$ cat src/rtl/mult_div.sv
// rtl/mult_div.sv - iterative 32x32 multiply / restoring divide unit, one iteration per cycle.
// MULT_DIV_SIGNED_EN enables signed MULT/DIV; undefined builds treat every op as unsigned.
module mult_div (
  input  logic        clock_in,
  input  logic        reset,
  input  logic        start,
  input  logic [1:0]  op,
  input  logic [31:0] srcA,
  input  logic [31:0] srcB,
  output logic        busy,
  output logic        done,
  output logic [31:0] hi,
  output logic [31:0] lo,
  output logic        divZero
);

  typedef enum logic [2:0] {IDLE, MUL, DIV, FIX, DONE} state_t;

  state_t      state;
  state_t      nextState;
  logic [63:0] work;
  logic [31:0] opB;
  logic [4:0]  iter;
  logic        accept;
  logic [63:0] mulNext;
  logic [63:0] divNext;
  logic [32:0] mulSum;
  logic [32:0] divShift;
  logic [33:0] divDiff;
  logic        divGe;
  logic [31:0] absA;
  logic [31:0] absB;
  logic [31:0] resHi;
  logic [31:0] resLo;
  logic [31:0] zeroHi;

`ifdef MULT_DIV_SIGNED_EN
  logic        signedOp;
  logic        isDiv;
  logic        negQ;
  logic        negR;
  logic [63:0] negProd;

  assign signedOp = op[0];
  assign absA     = (signedOp && srcA[31]) ? -srcA : srcA;
  assign absB     = (signedOp && srcB[31]) ? -srcB : srcB;
  assign negProd  = -work;

  // Magnitudes are iterated; signs are reapplied once in FIX.
  always_comb begin
    resHi  = work[63:32];
    resLo  = work[31:0];
    zeroHi = negR ? -work[31:0] : work[31:0];
    if (isDiv) begin
      resLo = negQ ? -work[31:0] : work[31:0];
      resHi = negR ? -work[63:32] : work[63:32];
    end else if (negQ) begin
      resHi = negProd[63:32];
      resLo = negProd[31:0];
    end
  end

  always_ff @(posedge clock_in) begin
    if (reset) begin
      isDiv <= 1'b0;
      negQ  <= 1'b0;
      negR  <= 1'b0;
    end else if (accept) begin
      isDiv <= op[1];
      negQ  <= signedOp && (srcA[31] ^ srcB[31]);
      negR  <= signedOp && srcA[31];
    end
  end
`else
  logic unusedOp0;

  assign unusedOp0 = op[0];
  assign absA      = srcA;
  assign absB      = srcB;

  always_comb begin
    resHi  = work[63:32];
    resLo  = work[31:0];
    zeroHi = work[31:0];
  end
`endif

  assign accept = start && ((state == IDLE) || (state == DONE));

  // Shift-add: multiplier bits come from the low half and shift out as the product shifts in.
  assign mulSum  = {1'b0, work[63:32]} + (work[0] ? {1'b0, opB} : 33'd0);
  assign mulNext = {mulSum, work[31:1]};

  // Restoring divide: high half is the partial remainder, low half collects quotient bits.
  assign divShift = work[63:31];
  assign divDiff  = {1'b0, divShift} - {2'b00, opB};
  assign divGe    = ~divDiff[33];
  assign divNext  = {(divGe ? divDiff[31:0] : divShift[31:0]), work[30:0], divGe};

  always_ff @(posedge clock_in) begin
    if (reset) begin
      state <= IDLE;
    end else begin
      state <= nextState;
    end
  end

  always_comb begin
    nextState = state;
    case (state)
      IDLE, DONE: begin
        if (start) begin
          nextState = op[1] ? DIV : MUL;
        end else begin
          nextState = IDLE;
        end
      end
      MUL:     nextState = (iter == 5'd31) ? FIX : MUL;
      DIV: begin
        if (opB == 32'd0) begin
          nextState = DONE;
        end else if (iter == 5'd31) begin
          nextState = FIX;
        end else begin
          nextState = DIV;
        end
      end
      FIX:     nextState = DONE;
      default: nextState = IDLE;
    endcase
  end

  always_comb begin
    busy = 1'b0;
    done = 1'b0;
    case (state)
      MUL, DIV, FIX: busy = 1'b1;
      DONE:          done = 1'b1;
      default: begin
        busy = 1'b0;
        done = 1'b0;
      end
    endcase
  end

  always_ff @(posedge clock_in) begin
    if (reset) begin
      work    <= 64'd0;
      opB     <= 32'd0;
      iter    <= 5'd0;
      hi      <= 32'd0;
      lo      <= 32'd0;
      divZero <= 1'b0;
    end else begin
      case (state)
        IDLE, DONE: begin
          if (start) begin
            work    <= {32'd0, absA};
            opB     <= absB;
            iter    <= 5'd0;
            divZero <= 1'b0;
          end
        end
        MUL: begin
          work <= mulNext;
          iter <= iter + 5'd1;
        end
        DIV: begin
          if (opB == 32'd0) begin
            hi      <= zeroHi;
            lo      <= 32'hFFFF_FFFF;
            divZero <= 1'b1;
          end else begin
            work <= divNext;
            iter <= iter + 5'd1;
          end
        end
        FIX: begin
          hi <= resHi;
          lo <= resLo;
        end
        default: begin
          work <= work;
        end
      endcase
    end
  end

endmodule

$ cat config.mk
export PLATFORM = sky130hd
export DESIGN_NAME = mult_div
export DESIGN_NICKNAME = d
export VERILOG_FILES = /design/src/rtl/mult_div.sv
export SDC_FILE = /design/constraint.sdc
export NUM_CORES = 1
export LEC_CHECK = 0
export ABC_AREA = 0
export CAP_MARGIN = 0
export CORE_AREA = 2 2 198 151
export CTS_CLUSTER_SIZE = 14
export DETAILED_ROUTE_END_ITERATION = 8
export DIE_AREA = 0 0 200 153
export GPL_ROUTABILITY_DRIVEN = 0
export PLACE_DENSITY = 0.67
export SLEW_MARGIN = 25
export SYNTH_ARGS = -nofsm -noshare
export SYNTH_HDL_FRONTEND = slang
export SYNTH_SLANG_ARGS = --single-unit
$ cat constraint.sdc
create_clock -name clock_in -period 3.3 [get_ports clock_in]
set_input_delay 0.33 -clock clock_in [delete_from_list [all_inputs] [get_ports clock_in]]
set_output_delay 0.33 -clock clock_in [all_outputs]
set_load 0.02 [all_outputs]
# Yosys cells after proc, flatten, opt, wreduce, memory -nomap -nowiden
# Index checks and enable logic that the tools add are counted.
[totals]
reg_bits = 169
input_bits = 69
output_inout_bits = 67
word_cells = 53
[op_classes]
add_sub_neg = 3
eq_ne = 8
mux = 23
n_bitwise = 1
reduce_logical = 11
[op_table]
columns = ["op", "count"]
rows = [
  ["one-hot mux 64 bit (3 select lines)", 1],
  ["two-way mux 32 bit", 4],
  ["two-way mux 64 bit", 2],
  ["one-hot mux 32 bit (2 select lines)", 2],
  ["subtractor 33 x 32 -> 34 bit", 1],
  ["adder 32 x 32 -> 33 bit", 1],
  ["zero test 32 bit", 1],
  ["one-hot mux 5 bit (3 select lines)", 1],
  ["one-hot mux 3 bit (4 select lines)", 1],
  ["two-way mux 5 bit", 2],
  ["== test 3 x 2 -> 1 bit (second input constant)", 2],
  ["two-way mux 2 bit", 3],
  ["inequality test 2 bit (second input constant)", 3],
  ["AND reduction 3 bit", 2],
  ["adder 5 x 1 -> 5 bit (second input constant)", 1],
  ["== test 5 bit (second input constant)", 1],
  ["two-way mux 1 bit", 5],
  ["AND reduction 2 bit", 2],
  ["nonzero test 2 bit", 2],
  ["== test 3 x 1 -> 1 bit (second input constant)", 1],
  ["== test 3 bit (second input constant)", 1],
  ["zero test 3 bit", 1],
  ["two-way mux 3 bit", 1],
  ["nonzero test 3 bit", 1],
  ["other kinds (4)", 4],
]

# Longest topological paths before layout
# Gate-level depths: netlist (run 1).
[depth]
word_depth = 4
ltp_mapped = 16
mapped_depth_nobuf = 14

# Worst setup path before layout (run 1)
# OpenSTA, ideal clock, no wires.
[synth_timing]
path_type = "reg2reg"
start = "register opB[1]"
end = "register work[50]"
setup_ns = 0.132
arrival_ns = 3.259
path_slack_ns = -0.091
stages_incl_launch_ff = 15
n_path_buf = 2
synth_period_minus_slack_ns = 3.391
path_cell_list = "dfxtp_1 inv_1 ha_1 nor2b_1 o31a_1 o31a_1 a41o_1 a31o_1 o211a_1 buf_6 o21ai_4 buf_6 mux2_2 a221oi_1 nor3_1"
[synth_between]
elab_chain_len = 4
elab_cells_between_ends = 9
classes_between = "add/sub (2); eq/ne (1); mux (4); reduce/logical (2)"
[synth_rtl]
columns = ["item", "line", "rtl"]
rows = [
  ["start: declaration", "22", "logic [31:0] opB;"],
  ["start signal: assignment", "159", "opB <= absB;"],
  ["subtractor 33 x 32 -> 34 bit", "96", "assign divDiff = {1'b0, divShift} - {2'b00, opB};"],
  ["two-way mux 32 bit", "98", "assign divNext = {(divGe ? divDiff[31:0] : divShift[31:0]), work[30:0], divGe};"],
  ["two-way mux 64 bit", "169", "if (opB == 32'd0) begin"],
  ["one-hot mux 64 bit (3 select lines)", "155", "case (state)"],
  ["end signal: assignment", "158", "work <= {32'd0, absA};"],
  ["end signal: assignment", "165", "work <= mulNext;"],
  ["end signal: assignment", "174", "work <= divNext;"],
  ["end: declaration", "21", "logic [63:0] work;"],
]
# Parallel ways exist; a longest one is shown, timed or not. The select of a mux whose other input is x is not followed.
# A chain may end at the register's enable or synchronous reset.

# Worst setup path after layout (run 1)
[layout_timing]
start = "register opB[2]"
end = "register work[45]"
# Same word-level chain as after synthesis.

==> results of run 1 <==
area by class of cell:
type | count | area [µm²]
inverter | 52 | 195
tap | 392 | 490
fill | 2806 | 14400
multi-input combinational | 1102 | 7260
clock buffer | 23 | 488
clock inverter | 7 | 68.8
timing repair buffer | 271 | 2460
sequential | 169 | 3400
per-stage QoR:
stage | total power [mW] | utilization | setup TNS (ps) | std cells
finish | 7.88 | 0.500 | 0 | 2016
global route | 8.26 | 0.500 | -265 | 2016
CTS | 7.74 | 0.492 | -49.7 | 2012
detailed placement | 5.42 | 0.462 | -992 | 1974
global placement | 5.37 | 0.462 | -428 | 1974
floorplan | 4.35 | - | -16.8 | 1414
power by group through the flow:
stage | registers, mW | logic [mW] | clock network (mW)
floorplan | 2.43 | 1.92 | 0
global placement | 2.47 | 2.90 | 0
detailed placement | 2.47 | 2.95 | 0
CTS | 2.43 | 3.30 | 2.02
global route | 2.46 | 3.70 | 2.10
finish | 2.44 | 3.43 | 2.00
how the worst max path moves through the flow:
stage / to / slack (ps)
after floorplan: work[50] / -20
after global placement: work[62] / -120
after detailed placement: work[62] / -160
after CTS: work[54] / -10
after global routing: work[53] / -50
final: work[45] / 80
cell usage after synthesis, drive strengths merged, types with 9 or more instances:
| master | count |
|---|---|
| nand2b | 12 |
| and2 | 36 |
| clkbuf | 82 |
| xnor2 | 30 |
| nor4 | 11 |
| xor2 | 21 |
| o21a | 11 |
| nand4 | 10 |
| mux2 | 22 |
| buf | 9 |
| a221oi | 9 |
| a21oi | 108 |
| a21o | 30 |
| a22oi | 35 |
| o211ai | 9 |
| nor3 | 87 |
| nand3 | 9 |
| nor2 | 160 |
| a311oi | 70 |
| dfxtp | 169 |
| a211oi | 18 |
| ha | 66 |
| a31oi | 11 |
| inv | 52 |
| nand2 | 203 |
| o21ai | 53 |
repair_timing:
action / CTS / global route
setup endpoints to repair: 19 / 31
resized for setup: 55 / 51
pin swaps: 21 / 30
hold buffers: 0 / 0
setup buffers: 7 / 5
gates cloned: 1 / 0
routing by layer:
metal	vias up	track usage	wire length, µm
met5	-	0	0
met4	0	0.0607	681
li1	5504	-	-
met1	5509	0.355	17700
met3	53	0.0565	3030
met2	447	0.364	16700
cell usage in the layout (no fill, tap or decap), types with 8 or more instances in the layout:
master / Yosys / final
sky130_fd_sc_hd__nor2_1: 160 / 157
sky130_fd_sc_hd__a311oi_1: 70 / 70
sky130_fd_sc_hd__mux2_4: 0 / 14
sky130_fd_sc_hd__a31oi_1: 11 / 8
sky130_fd_sc_hd__a22oi_1: 35 / 33
sky130_fd_sc_hd__a211oi_1: 18 / 12
sky130_fd_sc_hd__inv_1: 52 / 50
sky130_fd_sc_hd__clkbuf_16: 0 / 17
sky130_fd_sc_hd__nand2b_1: 12 / 12
sky130_fd_sc_hd__xnor2_1: 30 / 30
sky130_fd_sc_hd__nand3_1: 9 / 9
sky130_fd_sc_hd__a21oi_1: 108 / 97
sky130_fd_sc_hd__o211ai_1: 9 / 9
sky130_fd_sc_hd__buf_4: 0 / 126
sky130_fd_sc_hd__dfxtp_2: 0 / 8
sky130_fd_sc_hd__and3_1: 8 / 8
sky130_fd_sc_hd__nand2_1: 203 / 203
sky130_fd_sc_hd__a21o_1: 30 / 30
sky130_fd_sc_hd__nand4_1: 10 / 10
sky130_fd_sc_hd__a21oi_2: 0 / 10
sky130_fd_sc_hd__and2_1: 36 / 36
sky130_fd_sc_hd__clkdlybuf4s50_1: 0 / 133
sky130_fd_sc_hd__nor3_1: 87 / 87
sky130_fd_sc_hd__dfxtp_1: 169 / 160
sky130_fd_sc_hd__xor2_1: 21 / 21
sky130_fd_sc_hd__o21a_1: 11 / 11
sky130_fd_sc_hd__o21ai_0: 51 / 46
sky130_fd_sc_hd__nor4_1: 11 / 10
sky130_fd_sc_hd__ha_1: 66 / 59
sequential cells by signal (all words and copies together) (netlist names):
register / cells
work: 64
hi: 32
divZero: 1
opB: 32
iter: 5
state: 3
lo: 32
critical path, cell delays in order (launching register included):
cell and delay (ps):
sky130_fd_sc_hd__dfxtp_4 350, sky130_fd_sc_hd__inv_1 40, sky130_fd_sc_hd__ha_1 290, sky130_fd_sc_hd__o21a_1 200, sky130_fd_sc_hd__o31a_1 110, sky130_fd_sc_hd__o31a_1 280, sky130_fd_sc_hd__a41o_1 230, sky130_fd_sc_hd__a31o_1 240
sky130_fd_sc_hd__o211a_1 270, sky130_fd_sc_hd__o21ai_4 200, sky130_fd_sc_hd__buf_12 190, sky130_fd_sc_hd__buf_6 130, sky130_fd_sc_hd__mux2_2 320, sky130_fd_sc_hd__a21oi_1 150, sky130_fd_sc_hd__nor3_1 80
kinds of logic (layout without fill, tap and decap cells):
logic type / count (synthesis) / after routing / share of synthesized area
flip-flops: 169 / 169 / 0.314
AND/OR/NAND/NOR: 561 / 561 / 0.233
AO/OA/AOI/OAI: 396 / 396 / 0.252
adder cells (fa/ha/maj): 68 / 68 / 0.0804
XOR/XNOR: 51 / 51 / 0.0415
multiplexers: 26 / 26 / 0.0267
buffers and inverters: 143 / 353 / 0.0522
==> report_table.html, run 1 <==
<table>
<tr><th>Metric</th><th>Value</th></tr>
<tr><th colspan="2">Run status</th></tr>
<tr><td>Status</td><td>completed</td></tr>
<tr><th colspan="2">Place</th></tr>
<tr><td>Placed cell areas</td><td>0.0133 mm²</td></tr>
<tr><td>Port Buffers</td><td>134</td></tr>
<tr><td>Pre-CTS WS</td><td>-155 ps</td></tr>
<tr><td>Total half-perimeter wirelength after legalization and detailed placement</td><td>26.2 mm</td></tr>
<tr><th colspan="2">Worst setup path</th></tr>
<tr><td>Maximum fanout count along the critical path</td><td>8</td></tr>
<tr><td>Startpoint of the most critical setup path</td><td>opB[2]</td></tr>
<tr><td>Signal arrival time at the worst endpoint</td><td>3530 ps</td></tr>
<tr><td>Endpoint class of the critical path</td><td>flip-flop</td></tr>
<tr><td>Startpoint type of the worst setup path</td><td>flip-flop</td></tr>
<tr><td>Category of the most critical setup path</td><td>flip-flop to flip-flop</td></tr>
<tr><td>RR Endpoint</td><td>work[45]</td></tr>
<tr><td>Required time reported for the critical path endpoint</td><td>3620 ps</td></tr>
<tr><td>Register-to-Register Setup Slack</td><td>80 ps</td></tr>
<tr><td>Worst reg2reg path depth</td><td>14</td></tr>
<tr><td>Startpoint of the worst-slack reg-to-reg timing path</td><td>opB[2]</td></tr>
<tr><th colspan="2">Logic synthesis</th></tr>
<tr><td>Library cell occupying the most area in the post-synthesis netlist</td><td>sky130_fd_sc_hd__dfxtp_1</td></tr>
<tr><td>Number of flops mapped to enable cells by yosys</td><td>0</td></tr>
<tr><td>Number of instances in the synthesized netlist</td><td>1414</td></tr>
<tr><td>Mean area per synthesized cell</td><td>7.62 µm²</td></tr>
<tr><td>Number of flip-flops and latches in the synthesized netlist</td><td>169</td></tr>
<tr><td>Net count after synthesis</td><td>1551</td></tr>
<tr><td>Share of Yosys cell area claimed by the top area cell type</td><td>0.314</td></tr>
<tr><td>Share of synthesized flip-flops with an asynchronous set or reset</td><td>0</td></tr>
<tr><td>Total standard cell area after synthesis</td><td>0.0108 mm²</td></tr>
<tr><td>Synth area leaders</td><td>sky130_fd_sc_hd__dfxtp_1, sky130_fd_sc_hd__ha_1, sky130_fd_sc_hd__nand2_1</td></tr>
<tr><td>Share of the yosys chip area belonging to registers</td><td>0.314</td></tr>
<tr><td>Primary FF master, synth</td><td>sky130_fd_sc_hd__dfxtp_1</td></tr>
<tr><td>Warnings, synthesis</td><td>0</td></tr>
<tr><td>Number of distinct library cells after synthesis</td><td>69</td></tr>
<tr><th colspan="2">Timing</th></tr>
<tr><td>Final setup vio count</td><td>0</td></tr>
<tr><td>Max Transition Viols Final</td><td>0</td></tr>
<tr><td>Worst hold slack after final layout</td><td>435 ps</td></tr>
<tr><td>Fin Clk Skew</td><td>10.4 ps</td></tr>
<tr><td>Unrepaired setup endpoints after global routing</td><td>true</td></tr>
<tr><td>Max-slew headroom at the worst pin</td><td>0.401</td></tr>
<tr><td>Number of hold violations in the final report</td><td>0</td></tr>
<tr><td>Min cycle time layout</td><td>3220 ps</td></tr>
<tr><td>Worst setup margin</td><td>83.6 ps</td></tr>
<tr><td>Fmax</td><td>0.311 GHz</td></tr>
<tr><td>Post-route clock period utilization</td><td>0.975</td></tr>
<tr><td>Worst Max-Slew Pin Slew</td><td>899 ps</td></tr>
<tr><th colspan="2">Pwr</th></tr>
<tr><td>Cell area power density</td><td>548 mW/mm²</td></tr>
<tr><td>Cell leakage power</td><td>5.89 nW</td></tr>
<tr><td>Psw</td><td>2.91 mW</td></tr>
<tr><td>Fraction of power consumed by sequential logic</td><td>0.310</td></tr>
<tr><td>Relative contribution of combinational cells to total power</td><td>0.436</td></tr>
<tr><td>Clk network pwr share</td><td>0.254</td></tr>
<tr><td>Sw Share</td><td>0.369</td></tr>
<tr><td>Maximum ir drop on the vdd rail</td><td>425 µV</td></tr>
<tr><td>Internal portion of total power</td><td>4.97 mW</td></tr>
<tr><th colspan="2">Routing</th></tr>
<tr><td>Number of nets with antenna violations after detailed routing</td><td>0</td></tr>
<tr><td>Initial DRC Count</td><td>1091</td></tr>
<tr><td>Detailed-route DRC error count</td><td>0</td></tr>
<tr><td>Pre-Repair DR Iteration Count</td><td>5</td></tr>
<tr><td>Ratio of routed vias to standard cells</td><td>5.71</td></tr>
<tr><td>Detailed-route via count</td><td>11.5k</td></tr>
<tr><td>Total wire length</td><td>38.1 mm</td></tr>
<tr><td>Average wire per standard cell</td><td>18.9 µm</td></tr>
<tr><th colspan="2">CTS</th></tr>
<tr><td>Skew-Pair Late Insertion Delay</td><td>450 ps</td></tr>
<tr><td>H-tree lvl count</td><td>4</td></tr>
<tr><td>Clock buffer depth</td><td>2</td></tr>
<tr><td>Clock-pin slew on the worst setup and hold paths</td><td>70 ps</td></tr>
<tr><td>Total CTS buffers</td><td>17</td></tr>
<tr><td>Total clock sinks</td><td>169</td></tr>
<tr><td>Clock tree from TritonCTS</td><td>yes</td></tr>
<tr><td>CTS root buf</td><td>sky130_fd_sc_hd__clkbuf_16</td></tr>
<tr><th colspan="2">Worst hold path</th></tr>
<tr><td>Worst min path class</td><td>input port to flip-flop</td></tr>
<tr><td>End point of the most critical hold path</td><td>opB[2]</td></tr>
<tr><td>Hold Startpoint</td><td>srcB[2]</td></tr>
<tr><td>Min-Delay Path Depth</td><td>3</td></tr>
<tr><th colspan="2">Cells and area</th></tr>
<tr><td>Synthesis-to-layout area growth</td><td>33.3%</td></tr>
<tr><td>Nets@finish</td><td>1750</td></tr>
<tr><td>Final std cell area, no fill</td><td>0.0144 mm²</td></tr>
<tr><td>Layout cells sized above 1</td><td>0.166</td></tr>
<tr><td>Ant diodes</td><td>0</td></tr>
<tr><th colspan="2">GRT</th></tr>
<tr><td>GRT Overall Usage</td><td>0.245</td></tr>
<tr><td>Total global routing overflow</td><td>0</td></tr>
<tr><td>Via count of the first global-routing pass</td><td>10.7k</td></tr>
<tr><td>Wire length of the first global-routing pass</td><td>59.1 mm</td></tr>
<tr><td>Antenna violations before repair</td><td>0</td></tr>
<tr><td>Largest net degree at the start of global routing</td><td>82</td></tr>
<tr><th colspan="2">Run</th></tr>
<tr><td># Max-Cap Violations</td><td>0</td></tr>
<tr><th colspan="2">Floorplan</th></tr>
<tr><td>Top-Level Pins</td><td>136</td></tr>
<tr><td>Total core area</td><td>0.0287 mm²</td></tr>
<tr><td>Std-Cell Rows</td><td>54</td></tr>
<tr><td>Overall die area</td><td>0.0306 mm²</td></tr>
<tr><td>Starting Density</td><td>0.375</td></tr>
<tr><td>Die Width</td><td>200 µm</td></tr>
<tr><td>Vertical die dimension</td><td>153 µm</td></tr>
</table>
Note: power is estimated with default switching activity, not from simulation.
==> run 2, diff against run 1 <==
CORE_AREA = 2 2 206 157   (was 2 2 198 151)
DIE_AREA = 0 0 208 159   (was 0 0 200 153)
PLACE_DENSITY = 0.63   (was 0.67)
==> run 2 against run 1 <==
  * Sequential share of layout area rose by 0.090 points
  * Final cell count rose by 0.50%
  * Setup slack got worse by 140 ps
  * The flow now finishes with violations (setup timing)
  * Highest routed layer unchanged
==> report_table.html, run 2 (synthesis gave the netlist of run 1 again) <==
<table>
<tr><th>Metric</th><th>Value</th></tr>
<tr><th colspan="2">Worst setup path</th></tr>
<tr><td>Startpoint of the most critical setup path</td><td>opB[1]</td></tr>
<tr><td>Startpoint type of the worst setup path</td><td>flip-flop</td></tr>
<tr><td>Required time reported for the critical path endpoint</td><td>3630 ps</td></tr>
<tr><td>Signal arrival time at the worst endpoint</td><td>3690 ps</td></tr>
<tr><td>Endpoint class of the critical path</td><td>flip-flop</td></tr>
<tr><td>Worst reg2reg path depth</td><td>13</td></tr>
<tr><td>Category of the most critical setup path</td><td>flip-flop to flip-flop</td></tr>
<tr><td>Startpoint of the worst-slack reg-to-reg timing path</td><td>opB[1]</td></tr>
<tr><td>Maximum fanout count along the critical path</td><td>5</td></tr>
<tr><th colspan="2">Place</th></tr>
<tr><td>Port Buffers</td><td>134</td></tr>
<tr><td>Pre-CTS WS</td><td>-115 ps</td></tr>
<tr><td>Placed cell areas</td><td>0.0133 mm²</td></tr>
<tr><td>Total half-perimeter wirelength after legalization and detailed placement</td><td>26.7 mm</td></tr>
<tr><th colspan="2">Cells and area</th></tr>
<tr><td>Post-layout utilization of the core</td><td>0.464</td></tr>
<tr><td>Nets@finish</td><td>1744</td></tr>
<tr><td>Register bank with the most flops</td><td>work</td></tr>
<tr><td>Commonest cells after routing, fill and taps aside</td><td>sky130_fd_sc_hd__nand2_1, sky130_fd_sc_hd__nor2_1, sky130_fd_sc_hd__dfxtp_1</td></tr>
<tr><td>Synthesis-to-layout area growth</td><td>33.3%</td></tr>
<tr><td>Filler Cells Inserted</td><td>3048</td></tr>
<tr><td>Leading cell type in the layout, fill and taps excluded</td><td>sky130_fd_sc_hd__nand2_1</td></tr>
<tr><td>Ant diodes</td><td>0</td></tr>
<tr><td>Final std cell area, no fill</td><td>0.0144 mm²</td></tr>
<tr><td>Area used by multi-input combinational logic</td><td>0.00723 mm²</td></tr>
<tr><td>Layout cells sized above 1</td><td>0.169</td></tr>
<tr><td>Number of flip-flops under the largest register name</td><td>64</td></tr>
<tr><td>Area taken by flip-flops and latches</td><td>0.00341 mm²</td></tr>
<tr><th colspan="2">Routing</th></tr>
<tr><td>Total wire length</td><td>38.2 mm</td></tr>
<tr><td>Initial DRC Count</td><td>1104</td></tr>
<tr><td>Detailed-route via count</td><td>11.4k</td></tr>
<tr><td>Average wire per standard cell</td><td>18.8 µm</td></tr>
<tr><td>Pre-Repair DR Iteration Count</td><td>7</td></tr>
<tr><td>Ratio of routed vias to standard cells</td><td>5.64</td></tr>
<tr><td>Detailed-route DRC error count</td><td>0</td></tr>
<tr><td>Number of nets with antenna violations after detailed routing</td><td>0</td></tr>
<tr><th colspan="2">Timing</th></tr>
<tr><td>Worst Max-Slew Pin Slew</td><td>740 ps</td></tr>
<tr><td>Unrepaired setup endpoints after global routing</td><td>true</td></tr>
<tr><td>Post-route clock period utilization</td><td>1.02</td></tr>
<tr><td>Final setup vio count</td><td>3</td></tr>
<tr><td>Worst setup margin</td><td>-53.4 ps</td></tr>
<tr><td>Max-slew headroom at the worst pin</td><td>0.507</td></tr>
<tr><td>Fin Clk Skew</td><td>16.4 ps</td></tr>
<tr><td>Max Transition Viols Final</td><td>0</td></tr>
<tr><td>Worst hold slack after final layout</td><td>314 ps</td></tr>
<tr><td>Min cycle time layout</td><td>3350 ps</td></tr>
<tr><td>Fmax</td><td>0.298 GHz</td></tr>
<tr><td>Number of hold violations in the final report</td><td>0</td></tr>
<tr><th colspan="2">CTS</th></tr>
<tr><td>Clock tree from TritonCTS</td><td>yes</td></tr>
<tr><td>Total clock sinks</td><td>169</td></tr>
<tr><td>Skew-Pair Late Insertion Delay</td><td>470 ps</td></tr>
<tr><td>Total CTS buffers</td><td>17</td></tr>
<tr><td>Clock-pin slew on the worst setup and hold paths</td><td>60 ps</td></tr>
<tr><td>CTS root buf</td><td>sky130_fd_sc_hd__clkbuf_16</td></tr>
<tr><td>Clock buffer depth</td><td>2</td></tr>
<tr><td>H-tree lvl count</td><td>4</td></tr>
<tr><td>Hold buffer count at CTS</td><td>0</td></tr>
<tr><th colspan="2">Run</th></tr>
<tr><td># Max-Cap Violations</td><td>0</td></tr>
<tr><th colspan="2">Worst hold path</th></tr>
<tr><td>Worst min path class</td><td>input port to flip-flop</td></tr>
<tr><td>Min-Delay Path Depth</td><td>2</td></tr>
<tr><td>Hold Startpoint</td><td>reset</td></tr>
<tr><th colspan="2">GRT</th></tr>
<tr><td>Largest net degree at the start of global routing</td><td>97</td></tr>
<tr><td>Via count of the first global-routing pass</td><td>10.4k</td></tr>
<tr><td>Antenna violations before repair</td><td>0</td></tr>
<tr><td>Wire length of the first global-routing pass</td><td>58.8 mm</td></tr>
<tr><td>GRT Overall Usage</td><td>0.220</td></tr>
<tr><td>Total global routing overflow</td><td>0</td></tr>
<tr><th colspan="2">Floorplan</th></tr>
<tr><td>Std-Cell Rows</td><td>56</td></tr>
<tr><td>Total core area</td><td>0.0310 mm²</td></tr>
<tr><td>Vertical die dimension</td><td>159 µm</td></tr>
<tr><td>Die Width</td><td>208 µm</td></tr>
<tr><td>Top-Level Pins</td><td>136</td></tr>
<tr><td>Starting Density</td><td>0.348</td></tr>
<tr><td>Overall die area</td><td>0.0331 mm²</td></tr>
<tr><th colspan="2">Pwr</th></tr>
<tr><td>Cell leakage power</td><td>5.85 nW</td></tr>
<tr><td>Power consumption</td><td>7.77 mW</td></tr>
<tr><td>Maximum ir drop on the vdd rail</td><td>287 µV</td></tr>
<tr><td>Cell area power density</td><td>541 mW/mm²</td></tr>
<tr><th colspan="2">Run status</th></tr>
<tr><td>Status</td><td>finished, violations left</td></tr>
<tr><td>Failing checks</td><td>setup timing</td></tr>
</table>
==> run 2: changes by cell type in the layout (fill, tap and decap cells not counted), moves of 4 or more <==
cell	before	now
sky130_fd_sc_hd__mux2_2	7	12
sky130_fd_sc_hd__mux2_4	14	6
sky130_fd_sc_hd__dfxtp_1	160	153
sky130_fd_sc_hd__o21ai_0	46	41
sky130_fd_sc_hd__buf_4	126	117
sky130_fd_sc_hd__dfxtp_2	8	13
sky130_fd_sc_hd__a211oi_2	5	9
==> run 2: final timing paths <==
check | end | slack, ps
max reg2reg | work[38] | -50
max | work[38] | -50
min reg2reg | opB[4] | 480
min | work[0] | 310
==> run 2: cell type report <==
type                    instances  share of cell area
inverters                      52              0.0139
clock buffers                  21              0.0321
repair buffers                265               0.171
well taps                     406              0.0354
clock inverters                11             0.00679
multi-input cells            1102               0.503
flip-flops and latches        169               0.237
==> run 2: repair_timing <==
item	4_1_cts	5_1_grt
setup buffers	2	6
setup endpoints to repair	22	28
pin swaps	3	25
resized for setup	16	99
gates cloned	0	3
==> run 2: worst max-delay path, stage by stage, from the launching register on <==
cell and delay [ps]:
sky130_fd_sc_hd__dfxtp_4 380, sky130_fd_sc_hd__inv_4 40, sky130_fd_sc_hd__ha_4 200, sky130_fd_sc_hd__nor2b_4 120, sky130_fd_sc_hd__o31a_1 240, sky130_fd_sc_hd__o31a_1 280, sky130_fd_sc_hd__a41o_1 240, sky130_fd_sc_hd__a31o_1 230
sky130_fd_sc_hd__o211a_1 270, sky130_fd_sc_hd__o21ai_4 290, sky130_fd_sc_hd__buf_6 210, sky130_fd_sc_hd__mux2_2 340, sky130_fd_sc_hd__a221oi_1 290, sky130_fd_sc_hd__nor3_1 80
==> run 2: metal layers <==
metal  global-route usage  vias to the layer above  routed length (µm)
met1                0.322                     5504               18300
li1                     -                     5492                   -
met3               0.0438                       32                2500
met4               0.0535                        0                 521
met2                0.330                      408               16800
met5                    0                        -                   0
==> run 2: stage by stage <==
| stage | cells | setup TNS [ps] |
|---|---|---|
| final | 2026 | -62.5 |
| after global routing | 2026 | -605 |
| after CTS | 2017 | 0 |
| after detailed placement | 1983 | -1020 |
| after global placement | 1983 | -373 |
| after floorplan | 1414 | -16.8 |
==> run 2: power by group <==
part / switching, mW / internal (mW)
registers: 0.238 / 2.22
logic: 1.74 / 1.59
clock network: 0.911 / 1.08
total: 2.89 / 4.89
